## src/rtl/bus_slave_regfile_pkg.sv

```systemverilog
// -----------------------------------------------------------------------------
// bus_slave_regfile_pkg
// Shared definitions for the generic bus slave responder: bus widths,
// active-low strobe levels, read/write encoding and the FSM state type.
// -----------------------------------------------------------------------------
package bus_slave_regfile_pkg;

    localparam int WORD_ADDR_W = 30;    // word address bus width
    localparam int WORD_DATA_W = 32;    // word data bus width
    localparam int WAIT_W      = 4;     // wait-state counter width (0..15)

    localparam logic READ     = 1'b1;
    localparam logic WRITE    = 1'b0;
    localparam logic ENABLE_  = 1'b0;   // active-low asserted level
    localparam logic DISABLE_ = 1'b1;   // active-low idle level

    typedef enum logic [1:0] {
        BUS_SLV_IDLE = 2'd0,
        BUS_SLV_WAIT = 2'd1,
        BUS_SLV_RESP = 2'd2
    } bus_slv_state_e;

endpackage

```

## src/rtl/bus_slave_regfile_regs.sv

```systemverilog
// -----------------------------------------------------------------------------
// bus_slave_regfile_regs
// NUM_REGS x 32-bit register array, one synchronous write port and one
// combinational read port, cleared by the asynchronous active-low reset.
//
// Ports:
//   clk    in   clock
//   reset  in   asynchronous active-low reset, clears every register
//   we     in   write enable
//   waddr  in   write index
//   wdata  in   write data
//   raddr  in   read index
//   rdata  out  read data (combinational)
// -----------------------------------------------------------------------------
module bus_slave_regfile_regs
    import bus_slave_regfile_pkg::*;
#(
    parameter int NUM_REGS = 8,
    parameter int IDX_W    = $clog2(NUM_REGS)
) (
    input  logic                   clk,
    input  logic                   reset,
    input  logic                   we,
    input  logic [IDX_W-1:0]       waddr,
    input  logic [WORD_DATA_W-1:0] wdata,
    input  logic [IDX_W-1:0]       raddr,
    output logic [WORD_DATA_W-1:0] rdata
);

    logic [WORD_DATA_W-1:0] regs [NUM_REGS];

    always_ff @(posedge clk or negedge reset) begin
        if (!reset) begin
            for (int i = 0; i < NUM_REGS; i++) begin
                regs[i] <= '0;
            end
        end else if (we) begin
            regs[waddr] <= wdata;
        end
    end

    assign rdata = regs[raddr];

endmodule

```

## src/rtl/bus_slave_regfile.sv

```systemverilog
// -----------------------------------------------------------------------------
// bus_slave_regfile
// Generic bus slave responder: decodes a master request, holds a
// NUM_REGS x 32-bit register file and answers with a one-cycle rdy_ pulse
// after 1+WAIT_CYCLES cycles.
//
// Handshake: a request is accepted on an edge where the FSM is IDLE with
// cs_ and as_ both low. The master holds the request until it sees rdy_ low;
// rdy_ is low for exactly one cycle per accepted access and rd_data is only
// non-zero in that cycle. Dropping cs_ during the wait states aborts.
//
// Optional feature (macro BUS_SLAVE_IRQ_EN): adds output irq, set by a write
// commit to the last register, cleared by a read of the last register.
//
// Ports:
//   clk        in   bus clock
//   reset      in   asynchronous active-low reset
//   cs_, as_   in   chip select / address strobe, active low
//   rw         in   READ (1) / WRITE (0)
//   addr       in   word address; only the low index bits are decoded
//   wr_data    in   write data
//   rd_data    out  read data, registered, zero outside the rdy_ cycle
//   rdy_       out  ready pulse, active low, registered
//   irq        out  (BUS_SLAVE_IRQ_EN only) interrupt, active high
//   state_dbg  out  current FSM state, for observation
// -----------------------------------------------------------------------------
module bus_slave_regfile
    import bus_slave_regfile_pkg::*;
#(
    parameter int NUM_REGS    = 8,
    parameter int WAIT_CYCLES = 1
) (
    input  logic                   clk,
    input  logic                   reset,
    input  logic                   cs_,
    input  logic                   as_,
    input  logic                   rw,
    input  logic [WORD_ADDR_W-1:0] addr,
    input  logic [WORD_DATA_W-1:0] wr_data,
    output logic [WORD_DATA_W-1:0] rd_data,
    output logic                   rdy_,
`ifdef BUS_SLAVE_IRQ_EN
    output logic                   irq,
`endif
    output bus_slv_state_e         state_dbg
);

    localparam int IDX_W = $clog2(NUM_REGS);
    localparam logic [IDX_W-1:0] LAST_IDX = IDX_W'(NUM_REGS - 1);

    bus_slv_state_e         state, state_next;
    logic [WAIT_W-1:0]      cnt, cnt_next;
    logic [IDX_W-1:0]       idx_q;
    logic                   rw_q;
    logic [WORD_DATA_W-1:0] wdata_q;

    logic                   accept;
    logic                   op_rw;
    logic [IDX_W-1:0]       op_idx;
    logic [WORD_DATA_W-1:0] op_data;
    logic                   commit;
    logic [WORD_DATA_W-1:0] reg_rdata;

    // Upper address bits alias onto the register array by design.
    logic unused_addr_bits;
    assign unused_addr_bits = ^addr[WORD_ADDR_W-1:IDX_W];

    assign accept    = (state == BUS_SLV_IDLE) && (cs_ == ENABLE_) && (as_ == ENABLE_);
    assign state_dbg = state;

    // With zero wait states the write commits on the accept edge itself, so
    // the operands come straight from the bus; otherwise from the latches.
    assign op_rw   = (state == BUS_SLV_IDLE) ? rw : rw_q;
    assign op_idx  = (state == BUS_SLV_IDLE) ? addr[IDX_W-1:0] : idx_q;
    assign op_data = (state == BUS_SLV_IDLE) ? wr_data : wdata_q;
    assign commit  = (state_next == BUS_SLV_RESP) && (op_rw == WRITE);

    always_comb begin
        state_next = state;
        cnt_next   = cnt;
        case (state)
            BUS_SLV_IDLE: begin
                if (accept) begin
                    cnt_next   = WAIT_W'(WAIT_CYCLES);
                    state_next = (WAIT_CYCLES == 0) ? BUS_SLV_RESP : BUS_SLV_WAIT;
                end
            end
            BUS_SLV_WAIT: begin
                if (cs_ == DISABLE_) begin
                    cnt_next   = '0;
                    state_next = BUS_SLV_IDLE;
                end else begin
                    cnt_next = cnt - 1'b1;
                    if (cnt == WAIT_W'(1)) begin
                        state_next = BUS_SLV_RESP;
                    end
                end
            end
            BUS_SLV_RESP: begin
                cnt_next   = '0;
                state_next = BUS_SLV_IDLE;
            end
            default: begin
                cnt_next   = '0;
                state_next = BUS_SLV_IDLE;
            end
        endcase
    end

    always_ff @(posedge clk or negedge reset) begin
        if (!reset) begin
            state   <= BUS_SLV_IDLE;
            cnt     <= '0;
            idx_q   <= '0;
            rw_q    <= READ;
            wdata_q <= '0;
        end else begin
            state <= state_next;
            cnt   <= cnt_next;
            if (accept) begin
                idx_q   <= addr[IDX_W-1:0];
                rw_q    <= rw;
                wdata_q <= wr_data;
            end
        end
    end

    // Outputs are loaded while in RESP, so the pulse appears in the cycle
    // after RESP and no input reaches an output combinationally.
    always_ff @(posedge clk or negedge reset) begin
        if (!reset) begin
            rdy_    <= DISABLE_;
            rd_data <= '0;
        end else begin
            rdy_    <= (state == BUS_SLV_RESP) ? ENABLE_ : DISABLE_;
            rd_data <= ((state == BUS_SLV_RESP) && (rw_q == READ)) ? reg_rdata : '0;
        end
    end

`ifdef BUS_SLAVE_IRQ_EN
    always_ff @(posedge clk or negedge reset) begin
        if (!reset) begin
            irq <= 1'b0;
        end else if (commit && (op_idx == LAST_IDX)) begin
            irq <= 1'b1;
        end else if ((state == BUS_SLV_RESP) && (rw_q == READ) && (idx_q == LAST_IDX)) begin
            irq <= 1'b0;
        end
    end
`endif

    bus_slave_regfile_regs #(
        .NUM_REGS (NUM_REGS),
        .IDX_W    (IDX_W)
    ) u_regs (
        .clk   (clk),
        .reset (reset),
        .we    (commit),
        .waddr (op_idx),
        .wdata (op_data),
        .raddr (idx_q),
        .rdata (reg_rdata)
    );

endmodule

```

## config.mk

```make
export PLATFORM = sky130hd
export DESIGN_NAME = bus_slave_regfile
export DESIGN_NICKNAME = d
export VERILOG_FILES = /design/src/rtl/bus_slave_regfile_pkg.sv /design/src/rtl/bus_slave_regfile_regs.sv /design/src/rtl/bus_slave_regfile.sv
export SDC_FILE = /design/constraint.sdc
export NUM_CORES = 1
export LEC_CHECK = 0
export BUFFER_PORTS_ARGS = -buffer_cell sky130_fd_sc_hd__buf_2
export CORE_AREA = 2 2 187 189
export DETAILED_ROUTE_END_ITERATION = 6
export DIE_AREA = 0 0 189 191
export GPL_ROUTABILITY_DRIVEN = 0
export PLACE_DENSITY = 0.57
export SLEW_MARGIN = 0
export SYNTH_ARGS = -nofsm -noshare
export SYNTH_HDL_FRONTEND = slang
export SYNTH_SLANG_ARGS = --single-unit
```

## constraint.sdc

```tcl
create_clock -name clk -period 4.6 [get_ports clk]
set_input_delay 0.92 -clock clk [delete_from_list [all_inputs] [get_ports clk]]
set_output_delay 0.92 -clock clk [all_outputs]
set_load 0.01 [all_outputs]
```

==> summary.md, run 1 <==
The run finished with clean final reports. The floorplan step defined a die boundary enclosing 36,100 sq um. The run gives 0.265 as the fraction of met1 tracks used by global routing. Dividing the synthesized area by the synthesized cell count gives 16.6 sq um. The net count of the finished layout is 1,043. After clock tree synthesis, the clock-pin slew on the worst setup and hold paths is 0.06 ns.

The post-route core utilization came out at 0.495. Internal power comes to 6.88 mW. The total power divided by cell area is 559 nW/um^2. In this run the tool buffered the top-level ports with 74 buffer cells. The number of top-level pins was 102.

The switching power share of the total was 0.271; the worst-case headroom to the max-slew limit was 0.338. Counting along the longest clock path gives a buffer depth of 3. The area taken by multi-input logic gates came out at 6170 sq um. The core area was 34,100 sq um; the detailed-placement wirelength estimate was 16.7 mm. After detailed routing, the number of vias per cell comes to 5.35. Setup slack on the critical path of the routed design comes to 1.78 ns.

By area the synthesized netlist is led by sky130_fd_sc_hd__dfrtp_1 (55%), sky130_fd_sc_hd__mux2_2 (18%), sky130_fd_sc_hd__mux4_2 (9.7%), sky130_fd_sc_hd__mux2_4 (6.1%), sky130_fd_sc_hd__mux2i_1 (2.2%). Setup repair after global routing left no endpoint under its margin. At the pin with the least slew margin, the transition time is 0.993 ns. The tools report the netlist area before placement as 14,900 sq um. The run gives 30.9 mm as the aggregate routed wire length. Most frequently used flop master after synthesis: sky130_fd_sc_hd__dfrtp_1.

Worst clock skew on the final layout: 0.0152 ns. The number of filler cells placed in the layout was 2,915; the layout-stage area growth over the synthesis result was 13.6%. Library cell used as clock root buffer: sky130_fd_sc_hd__clkbuf_16. The area fraction of the dominant cell type after synthesis was 0.553.

The logs give 38 for the number of clock buffers inserted by TritonCTS and 2.56 mW for the net switching component of the power. The final critical delay including setup and external delays is 2.82 ns, and the count of unresolved DRC violations after routing is 0. The flop and latch count out of synthesis was 331. The tools report the setup TNS as 0 ns. The run gives 0.448 as the part of the power in registers. The count of flip-flops with a built-in enable after synthesis came out at 0. The number of hold violations in the final report was 0; the peak supply drop was 0.000366 V.

Placement-stage worst setup slack: 1.51 ns. The run gives 40 as the number of distinct library cell variants in the gate-level netlist after synthesis. The clock latency reported for the late side of the worst-skew pair is 0.52 ns, and the met3 layer usage reported by global route is 0.0263. The iteration-0 DRC count of the detailed router is 369.

The maximum number of pins on one net before global-route repair is 119. The number of antenna diodes in the final layout is 0. The share of layout cells above drive strength 1 was 0.544.

The combinational share of power was 0.234; the first-pass GRT wire length was 50.0 mm. After global routing, the most crowded layer is met2. The clock sink count came out at 331. STA classifies the critical path startpoint as a register. TritonCTS built the clock tree. The run gives 1,455 as the number of standard cells in the layout, taps in and fillers out. Across the whole layout, storage elements account for 8290 sq um.

The quantity of gates resized following cts came out at 0. The number of global-route vias before repair is 8,413. Counting tap cells, the placed design contains a total of 1,389 instances. The tightest min-delay check is of the register to register type. Routed wirelength normalized by instance count: 21.2 microns. The total routing resource utilization after global routing came out at 0.180. Max-slew violation count: 0. Met2 track demand over resource in global routing: 0.283. The buffer count from post-CTS setup fixing is 0, and the required time of the critical path is 4.99 ns. The height of the chip works out to 191 microns. The starting density of the core was 0.436. Summed over all instances, the cell type with the most area after synthesis is sky130_fd_sc_hd__dfrtp_1.

The run gives 0.557 as the sequential-to-total area share from yosys stat. Row generation in the floorplan step produced 68 rows. The critical path start-end classification is register to register. In this run the horizontal extent of the chip is 189 microns. Setup violations remaining at the end of the flow were counted as 0.

Max-cap violations in this run came to 0. The endpoint type of the worst setup path is a register. The async set-reset flop share out of synthesis was 1.00; the number of H-tree levels was 2. For this block, the via count after detailed routing is 7,787. The final global-route overflow total is 0. The number of nets in the synthesized netlist is 965. The number of antenna violations at the first check in global routing was 0; the maximum frequency from static timing analysis was 354 MHz. The first detailed-routing pass took 4 iterations. Yosys printed 0 warnings. Data on the critical path arrives at its endpoint at 3.22 ns. The cell count after synthesis came out at 896.

The fraction of power consumed by the clock network was 0.318; the final cycle utilization of the critical path was 0.614. The remaining antenna violation count after routing was 0; the top fanout value on the critical path was 46. The number of buffers inserted for hold repair after clock tree synthesis was 0; the standby leakage power was 8.16 nW.
## cell usage in the layout, fill, tap and decap left out, types with 2 or more instances in the layout
master,instances
sky130_fd_sc_hd__ha_1,2
sky130_fd_sc_hd__mux2i_1,32
sky130_fd_sc_hd__a31oi_1,3
sky130_fd_sc_hd__nor3_1,2
sky130_fd_sc_hd__clkinv_2,6
sky130_fd_sc_hd__inv_1,6
sky130_fd_sc_hd__clkinvlp_4,2
sky130_fd_sc_hd__o21ai_0,2
sky130_fd_sc_hd__mux2_1,18
sky130_fd_sc_hd__xor2_1,2
sky130_fd_sc_hd__nand2_1,4
sky130_fd_sc_hd__buf_12,4
sky130_fd_sc_hd__buf_4,17
sky130_fd_sc_hd__dfrtp_1,326
sky130_fd_sc_hd__dfrtp_2,2
sky130_fd_sc_hd__clkbuf_8,10
sky130_fd_sc_hd__clkbuf_1,6
sky130_fd_sc_hd__buf_2,73
sky130_fd_sc_hd__nor4b_1,3
sky130_fd_sc_hd__clkbuf_16,41
sky130_fd_sc_hd__nor2_4,7
sky130_fd_sc_hd__dfstp_2,2
sky130_fd_sc_hd__mux2_4,60
sky130_fd_sc_hd__mux4_2,64
sky130_fd_sc_hd__nor2_1,39
sky130_fd_sc_hd__a22oi_1,3
sky130_fd_sc_hd__mux2_2,244
## per-stage QoR
stage	cell area (sq um)	power, mW	hold WS (ns)
after detailed placement	15600	6.52	0.469
after CTS	16900	9.58	0.481
after floorplan	14900	5.92	0.452
final	16900	9.45	0.482
after global placement	15600	6.47	0.465
after global routing	16900	9.97	0.500
## registers in the layout (all words and copies together) (netlist names)
register     count
cnt              4
idx_q            3
rd_data         32
rdy_             1
rw_q             1
state_dbg        2
u_regs.regs    256
wdata_q         32
## layout make-up
| cell class | instances | share of cell area |
|---|---|---|
| Clock inverter | 9 | 0.00444 |
| Sequential cell | 331 | 0.491 |
| Timing Repair Buffer | 95 | 0.0348 |
| Multi-Input combinational cell | 502 | 0.365 |
| Clock buffer | 57 | 0.0702 |
| Inverter | 6 | 0.00133 |
| Tap cell | 455 | 0.0337 |
## synth_stat cells, types with 2 or more instances
cell type and count:
sky130_fd_sc_hd__nand2_1 4, sky130_fd_sc_hd__ha_1 2, sky130_fd_sc_hd__nor2_1 40, sky130_fd_sc_hd__nor4_1 2, sky130_fd_sc_hd__mux4_2 64, sky130_fd_sc_hd__buf_6 9
sky130_fd_sc_hd__buf_12 6, sky130_fd_sc_hd__a31oi_1 3, sky130_fd_sc_hd__nor2_2 6, sky130_fd_sc_hd__xor2_1 2, sky130_fd_sc_hd__buf_1 7, sky130_fd_sc_hd__dfrtp_1 329
sky130_fd_sc_hd__mux2_4 60, sky130_fd_sc_hd__o21ai_0 2, sky130_fd_sc_hd__nor3_1 2, sky130_fd_sc_hd__dfstp_2 2, sky130_fd_sc_hd__buf_4 13, sky130_fd_sc_hd__mux2_2 244
sky130_fd_sc_hd__a22oi_1 3, sky130_fd_sc_hd__mux2i_1 32, sky130_fd_sc_hd__buf_2 15, sky130_fd_sc_hd__mux2_1 18, sky130_fd_sc_hd__clkbuf_1 7, sky130_fd_sc_hd__inv_1 6
sky130_fd_sc_hd__nor4b_1 3
## cell families after synthesis
kind of cell | synth area share
xor+xnor | 0.00118
compound gates | 0.00732
mux | 0.377
flops | 0.557
buf+inv | 0.0315
fa+ha+maj | 0.00168
simple gates | 0.0239
## power groups by stage
stage | Clock, mW | Combinational [mW] | Sequential [mW]
6_report | 3.00 | 2.21 | 4.23
3_5_place_dp | 0 | 2.24 | 4.28
4_1_cts | 3.09 | 2.25 | 4.24
2_1_floorplan | 0 | 1.88 | 4.04
3_3_place_gp | 0 | 2.20 | 4.26
5_1_grt | 3.21 | 2.41 | 4.35
## worst max-delay path, stage by stage (launching register included)
cell	delay, ns
sky130_fd_sc_hd__dfrtp_4	1.08
sky130_fd_sc_hd__a31oi_1	0.38
sky130_fd_sc_hd__nor2_4	0.44
sky130_fd_sc_hd__buf_4	0.40
sky130_fd_sc_hd__mux2_2	0.38
## layer usage
| metal | wire (microns) | up-vias | share of wire |
|---|---|---|---|
| met5 | 0 | - | 0 |
| met2 | 14200 | 103 | 0.46 |
| met1 | 15300 | 4189 | 0.50 |
| met3 | 830 | 38 | 0.027 |
| li1 | - | 3457 | - |
| met4 | 507 | 0 | 0.016 |
## path summary, 6_finish.rpt
kind                                  from               to  slack [ns]  depth (start not counted)
max                               idx_q[0]  u_regs.regs[67]        1.78                          4
min                        u_regs.regs[97]  u_regs.regs[97]        0.48                          1
max reg2reg                       idx_q[0]  u_regs.regs[67]        1.78                          4
min reg2reg                u_regs.regs[97]  u_regs.regs[97]        0.48                          1
max in group asynchronous            reset             rw_q        3.10                          2
min in group asynchronous            reset      rd_data[27]        0.51                          1
No activity file was read; power rests on OpenSTA's default activity.
==> run 2: changes to the inputs <==
==> constraint.sdc (replaced) <==
create_clock -name clk -period 2.8 [get_ports clk]
set_input_delay 0.56 -clock clk [delete_from_list [all_inputs] [get_ports clk]]
set_output_delay 0.56 -clock clk [all_outputs]
set_load 0.01 [all_outputs]
==> summary.md, run 2 (synthesized netlist as in run 1, its figures left out) <==
The core area was 34,100 sq um. For the standby leakage power, the log shows 8.27 nW. For this run, design rule violations remaining after detail routing come to 0. In the layout the commonest cells are sky130_fd_sc_hd__dfrtp_1 (326), sky130_fd_sc_hd__mux2_2 (244), sky130_fd_sc_hd__buf_2 (73), sky130_fd_sc_hd__mux4_2 (64), sky130_fd_sc_hd__mux2_4 (60). The tools report the library cell used as clock root buffer as sky130_fd_sc_hd__clkbuf_16. Buffers placed on the I/O ports in this run total 74.

The number of detailed-routing iterations run before antenna repair came out at 4. In the final layout, the registers with the most flip-flops are u_regs.regs (256), rd_data (32), wdata_q (32). Gates resized during post-CTS repair numbered 0. The iteration-0 DRC count of the detailed router came out at 253. Counting the buffers created by CTS gives 38.

Design area: 17,200 sq um. The number of hold violations in the final report was 5. Setup total negative slack on the finished layout was measured at 0 ns. The worst hold slack across all endpoints is -0.00998 ns, and the final critical delay including setup and external delays is 2.27 ns.

The tightest min-delay check is of the input port to asynchronous set/reset pin type. The buffer count from post-CTS setup fixing came out at 0. The routed wirelength normalized by instance count came out at 20.7 microns. The number of H-tree levels was 2; the area occupied by registers was 8290 sq um. The max-slew violation count is 0, and the clock-pin slew on the worst setup and hold paths is 0.06 ns. The detailed-placement wirelength estimate was 17.1 mm.

The critical path in this run is classified as register to register. The register with the most flip-flops in the layout has 256 of them. For the worst-skew pair, the clock arrives at the later sink with an insertion delay of 0.52 ns. The die is 191 microns tall.

The share of layout cells above drive strength 1 was 0.551. The number of top-level pins is 102, and the number of buffers inserted for hold repair after clock tree synthesis is 0. The clock sink count is 331. Cell at the slowest stage of the critical path: sky130_fd_sc_hd__dfrtp_1.

The peak supply drop was 0.000566 V. After detailed placement, the total cell area comes to 15,900 sq um. Setup repair after global routing left no endpoint under its margin. TritonCTS built the clock tree.

The reported max-cap violation count came out at 0. The repair_antennas step left the layout with diodes totalling 0. For the number of filler cells placed in the layout, the log shows 2,930. Largest register by flop count: u_regs.regs.

At the end of the flow, the number of nets in the layout was 1,051. The signal on the critical path passes through nor3b_1 -> nand4bb_2 -> nand2b_4 -> buf_12 -> mux2_2. In this run the worst path has a maximum fanout of 13. The checks that failed: hold timing.

The kind of start point of the critical path was a register. The tools report the number of global-route vias before repair as 8,391. The maximum frequency from static timing analysis is 441 MHz, and the worst-case headroom to the max-slew limit is 0.482. The count of endpoints failing setup in the final report was 0. Leaving out fill and tap cells, the most frequent cell in the layout is sky130_fd_sc_hd__dfrtp_1. The total routing resource utilization after global routing was 0.175; the starting density of the core was 0.436. The worst clock skew on the final layout is 0.0183 ns, and the horizontal extent of the die is 189 microns. The run gives 2.66 ns as the worst path arrival time. The total number of vias came out at 7,765. The clock passes through at most 3 buffers. Power spread over the standard cell area amounts to 914 nW/um^2. For the worst setup path, the data required time is 3.19 ns. Die outline area: 36,100 sq um. The family of cells with the greatest summed delay on the critical path was simple AND/OR/NAND/NOR gates. For the aggregate routed wire length, the log shows 30.3 mm. The final global-route overflow total was 0; the routed via count divided by cell count was 5.31.

The count of buffering cells on the critical path with inverters included was 1. The transition time at the pin with the least slew margin is 0.777 ns, and the post-route worst setup slack is 0.531 ns. On the worst path, the slowest cell contributes a delay of 0.53 ns. Final cycle utilization of the critical path: 0.810. Compared with the post-synthesis result, the final layout area differs by 15.5%. Entering global routing, the biggest net connects 63 pins. The tools report the number of antenna violations at the first check in global routing as 0. The number of core rows came out at 68.

STA classifies the critical path endpoint as a register. The remaining antenna violation count after routing is 0, and the placement-stage worst setup slack is 0.378 ns. The multi-input combinational cells in the finished layout cover a total of 6170 sq um. The first global-routing pass estimated 48.9 mm of wire. The flow ran to the end, but the final reports show violations.
run 2: changes by cell type in the layout (fill, tap and decap cells not counted), sizes merged:
cell / delta
buf: +8
clkbuf: -6
bufinv: +2
clkinv: +2
clkinvlp: +2
run 2: per-layer routing:
metal	global-route usage	up-vias	wire, microns
li1	-	3466	-
met1	0.259	4144	15000
met2	0.274	109	13900
met3	0.0250	46	957
met4	0.0379	0	472
met5	0	-	0
run 2: final timing paths:
check | start | cells past startpoint | slack [ns] | endpoint
setup / recovery | state_dbg[1] | 5 | 0.53 | u_regs.regs[128]
hold / removal | reset | 1 | -0.01 | u_regs.regs[27]
setup reg to reg | state_dbg[1] | 5 | 0.53 | u_regs.regs[128]
hold reg to reg | u_regs.regs[174] | 1 | 0.48 | u_regs.regs[174]
max in group asynchronous | reset | 2 | 2.06 | u_regs.regs[70]
min in group clk | wr_data[25] | 2 | 0.28 | wdata_q[25]
run 2: stage by stage:
stage	utilization	std cells	hold WS (ns)	power, mW
floorplan	-	896	0.264	9.73
global placement	0.466	1397	0.462	10.7
detailed placement	0.466	1397	0.470	10.8
CTS	0.504	1463	0.00128	15.9
global route	0.504	1463	0.0192	16.6
finish	0.504	1463	-0.00998	15.7
run 2: cell type report:
| class | count | share of cell area |
|---|---|---|
| tap | 455 | 0.0331 |
| sequential | 331 | 0.483 |
| multi-input combinational | 502 | 0.359 |
| clock buffer | 51 | 0.0660 |
| clock inverter | 15 | 0.00932 |
| inverter | 6 | 0.00131 |
| timing repair buffer | 103 | 0.0486 |
run 2: power breakdown:
group / switching, mW / internal [mW]
Combinational: 1.57 / 2.25
Clock: 1.93 / 3.11
Sequential: 0.726 / 6.12
Total: 4.23 / 11.5
==> run 3: changes to the inputs <==
--- a/config.mk
+++ b/config.mk
@@ -10,7 +10,7 @@
 export DETAILED_ROUTE_END_ITERATION = 6
 export DIE_AREA = 0 0 189 191
 export GPL_ROUTABILITY_DRIVEN = 0
-export PLACE_DENSITY = 0.57
+export PLACE_DENSITY = 0.59
 export SLEW_MARGIN = 0
 export SYNTH_ARGS = -nofsm -noshare
 export SYNTH_HDL_FRONTEND = slang
==> constraint.sdc (replaced) <==
create_clock -name clk -period 2.01 [get_ports clk]
set_input_delay 0.402 -clock clk [delete_from_list [all_inputs] [get_ports clk]]
set_output_delay 0.402 -clock clk [all_outputs]
set_load 0.01 [all_outputs]
==> summary.md, run 3 (synthesized netlist as in run 1, its figures left out) <==
Counting the fill cells in the layout gives 2,713. In the layout the commonest cells are sky130_fd_sc_hd__dfrtp_1 (324), sky130_fd_sc_hd__mux2_4 (202), sky130_fd_sc_hd__mux2_2 (116), sky130_fd_sc_hd__buf_2 (73), sky130_fd_sc_hd__mux4_2 (64). The library cell used as clock root buffer was sky130_fd_sc_hd__clkbuf_16. For this run, design rule violations remaining after detail routing come to 0.

For the number of detailed-routing iterations run before antenna repair, the log shows 4. For this run the aggregate overflow at the end of global routing stands at 0. Buffers inserted during clock tree synthesis total 38. For the number of top-level pins, the log shows 102.

The routed layout has 8,201 vias. In this design, the stage delay of the slowest critical-path cell is 0.39 ns. The logs give 0 for the reported max-cap violation count and 0.000605 V for the peak supply drop. STA classifies the critical path startpoint as a register. At the worst endpoint, the required time is 2.41 ns. From synthesis to final layout, the design area changed by 26.5%. Overall power consumption after layout is estimated at 22.8 mW.

In this run the remaining antenna-violating nets after routing total 0. The largest register by flop count was u_regs.regs. Summed over all cells, the static leakage comes to 8.94 nW. For the number of global-route vias before repair, the log shows 8,749.

For the pin with the worst max-slew slack, the measured transition is 0.807 ns. Core area: 34,100 sq um. The commonest non-fill, non-tap cell in the layout was sky130_fd_sc_hd__dfrtp_1. The share of layout cells above drive strength 1 came out at 0.599.

At the worst endpoint, the arrival time is 2.47 ns. The logs give 0.0148 ns for the worst clock skew on the final layout and 0.53 ns for the clock latency reported for the late side of the worst-skew pair. The register with the most flip-flops in the layout has 256 of them. The count of port buffers added during placement was 74; the count of endpoints failing setup in the final report was 153. For the count of placed standard cells including taps, the log shows 1,436. Height of the chip: 191 microns. The signal on the critical path passes through inv_2 -> ha_4 -> nor3b_4 -> o211ai_2 -> buf_6 -> nor2_4 -> buf_12 -> clkbuf_16 -> mux2_4. The number of standard cells in the layout, taps in and fillers out is 1,536. The starting density of the core came out at 0.436. The routed via count divided by cell count was 5.34. Max-slew violation count: 0. The worst setup path is of the register to register kind.

Across all hold checks on the routed design, the worst slack comes to 0.113 ns. The logs give 36,100 sq um for the die outline area and 2 for the number of H-tree levels. Net count of the finished layout: 1,124.

The checks that failed: setup timing. Setup repair after global routing could not meet its margin everywhere. The first global-routing pass estimated 52.2 mm of wire.

The tools report the number of hold violations in the final report as 0. In this run the worst path has a maximum fanout of 7. The number of antenna diodes in the final layout is 0. The slowest stage of the critical path belongs to the cell sky130_fd_sc_hd__dfrtp_1. The final critical delay including setup and external delays is 2.07 ns. The HPWL after detailed placement is 19.2 mm. Summed over all layers, the routed wires come to 34.6 mm.

The run gives -0.0635 ns as the post-route worst setup slack. TritonCTS built the clock tree. The largest registers in the layout are u_regs.regs (256), rd_data (32), wdata_q (32). Once placement finished, the instance area stood at 16,300 sq um.

The clock-pin slew on the worst setup and hold paths works out to 0.06 ns. The flow ran to the end, but the final reports show violations. Final cycle utilization of the critical path: 1.03. The worst-case headroom to the max-slew limit is 0.462. The logs give 0.187 for the total routing resource utilization after global routing and 342 for the iteration-0 DRC count of the detailed router. The initialized floorplan defines 68 standard-cell rows. Dividing the detail-routed wire length by the instance count gives 22.5 microns. Entering global routing, the biggest net connects 49 pins. The total power divided by cell area came out at 1210 nW/um^2.

Post-route core utilization: 0.552. The maximum frequency from static timing analysis was 482 MHz; the horizontal extent of the die was 189 microns. The number of antenna violations at the first check in global routing was 2; the design area was 18,800 sq um. STA classifies the critical path endpoint as a register. The clock passes through at most 3 buffers.

The clock sink count was 331. Class of the tightest hold or removal check: input port to register.
[run 3: critical path: cells and delay by family (launching register included)]
family / cells / cell delay [ns]
simple gates: 2 / 0.41
flops: 1 / 0.39
compound gates: 1 / 0.16
mux: 1 / 0.30
buf+inv: 4 / 0.56
fa+ha+maj: 1 / 0.12
[run 3: repair_timing]
| item | in CTS | in global routing |
|---|---|---|
| pin swaps | 3 | 5 |
| setup buffers | 13 | 11 |
| resized for setup | 85 | 111 |
| cloned | 4 | 10 |
| hold buffers | 1 | 0 |
| hold endpoints to repair | 34 | 0 |
| setup endpoints to repair | 198 | 226 |
[run 3: stage by stage]
step                      worst slack, ns  setup TNS [ns]
after floorplan                    0.0360               0
after global placement            -0.0600           -6.50
after detailed placement           -0.106          -10.29
after CTS                         -0.0607           -1.67
after global routing               -0.148          -20.05
final                             -0.0635           -4.32
[run 3: power by group]
part,switching (mW),total [mW],internal (mW),leakage [nW]
registers,1.06,9.58,8.53,4.47
logic,2.46,6.44,3.98,3.87
clock network,2.76,6.75,3.99,0.600
total,6.28,22.8,16.5,8.94
[run 3: metal layers]
layer,vias up,wire (microns),global-route usage
li1,3612,-,-
met1,4405,16500,0.271
met2,133,16200,0.299
met3,47,1310,0.0283
met4,4,562,0.0418
met5,-,24,0
[run 3: final cells by class]
| class | count | area, sq um | area share |
|---|---|---|---|
| Tap cell | 455 | 569 | 0.0302 |
| Sequential cell | 331 | 8290 | 0.441 |
| Inverter | 6 | 22.5 | 0.00120 |
| Clock inverter | 10 | 100 | 0.00532 |
| Clock buffer | 56 | 1120 | 0.0594 |
| Timing Repair Buffer | 176 | 1900 | 0.101 |
| Multi-Input combinational cell | 502 | 6810 | 0.362 |
[run 3: worst paths after layout]
path	cells past startpoint	slack (ns)	to	startpoint
min in group asynchronous	2	0.37	rd_data[17]	reset
worst max register to register	9	-0.06	u_regs.regs[109]	cnt[1]
max in group asynchronous	4	0.92	state_dbg[1]	reset
worst min register to register	1	0.49	u_regs.regs[168]	u_regs.regs[168]
worst min-delay path	2	0.11	rw_q	rw
worst max-delay path	9	-0.06	u_regs.regs[109]	cnt[1]
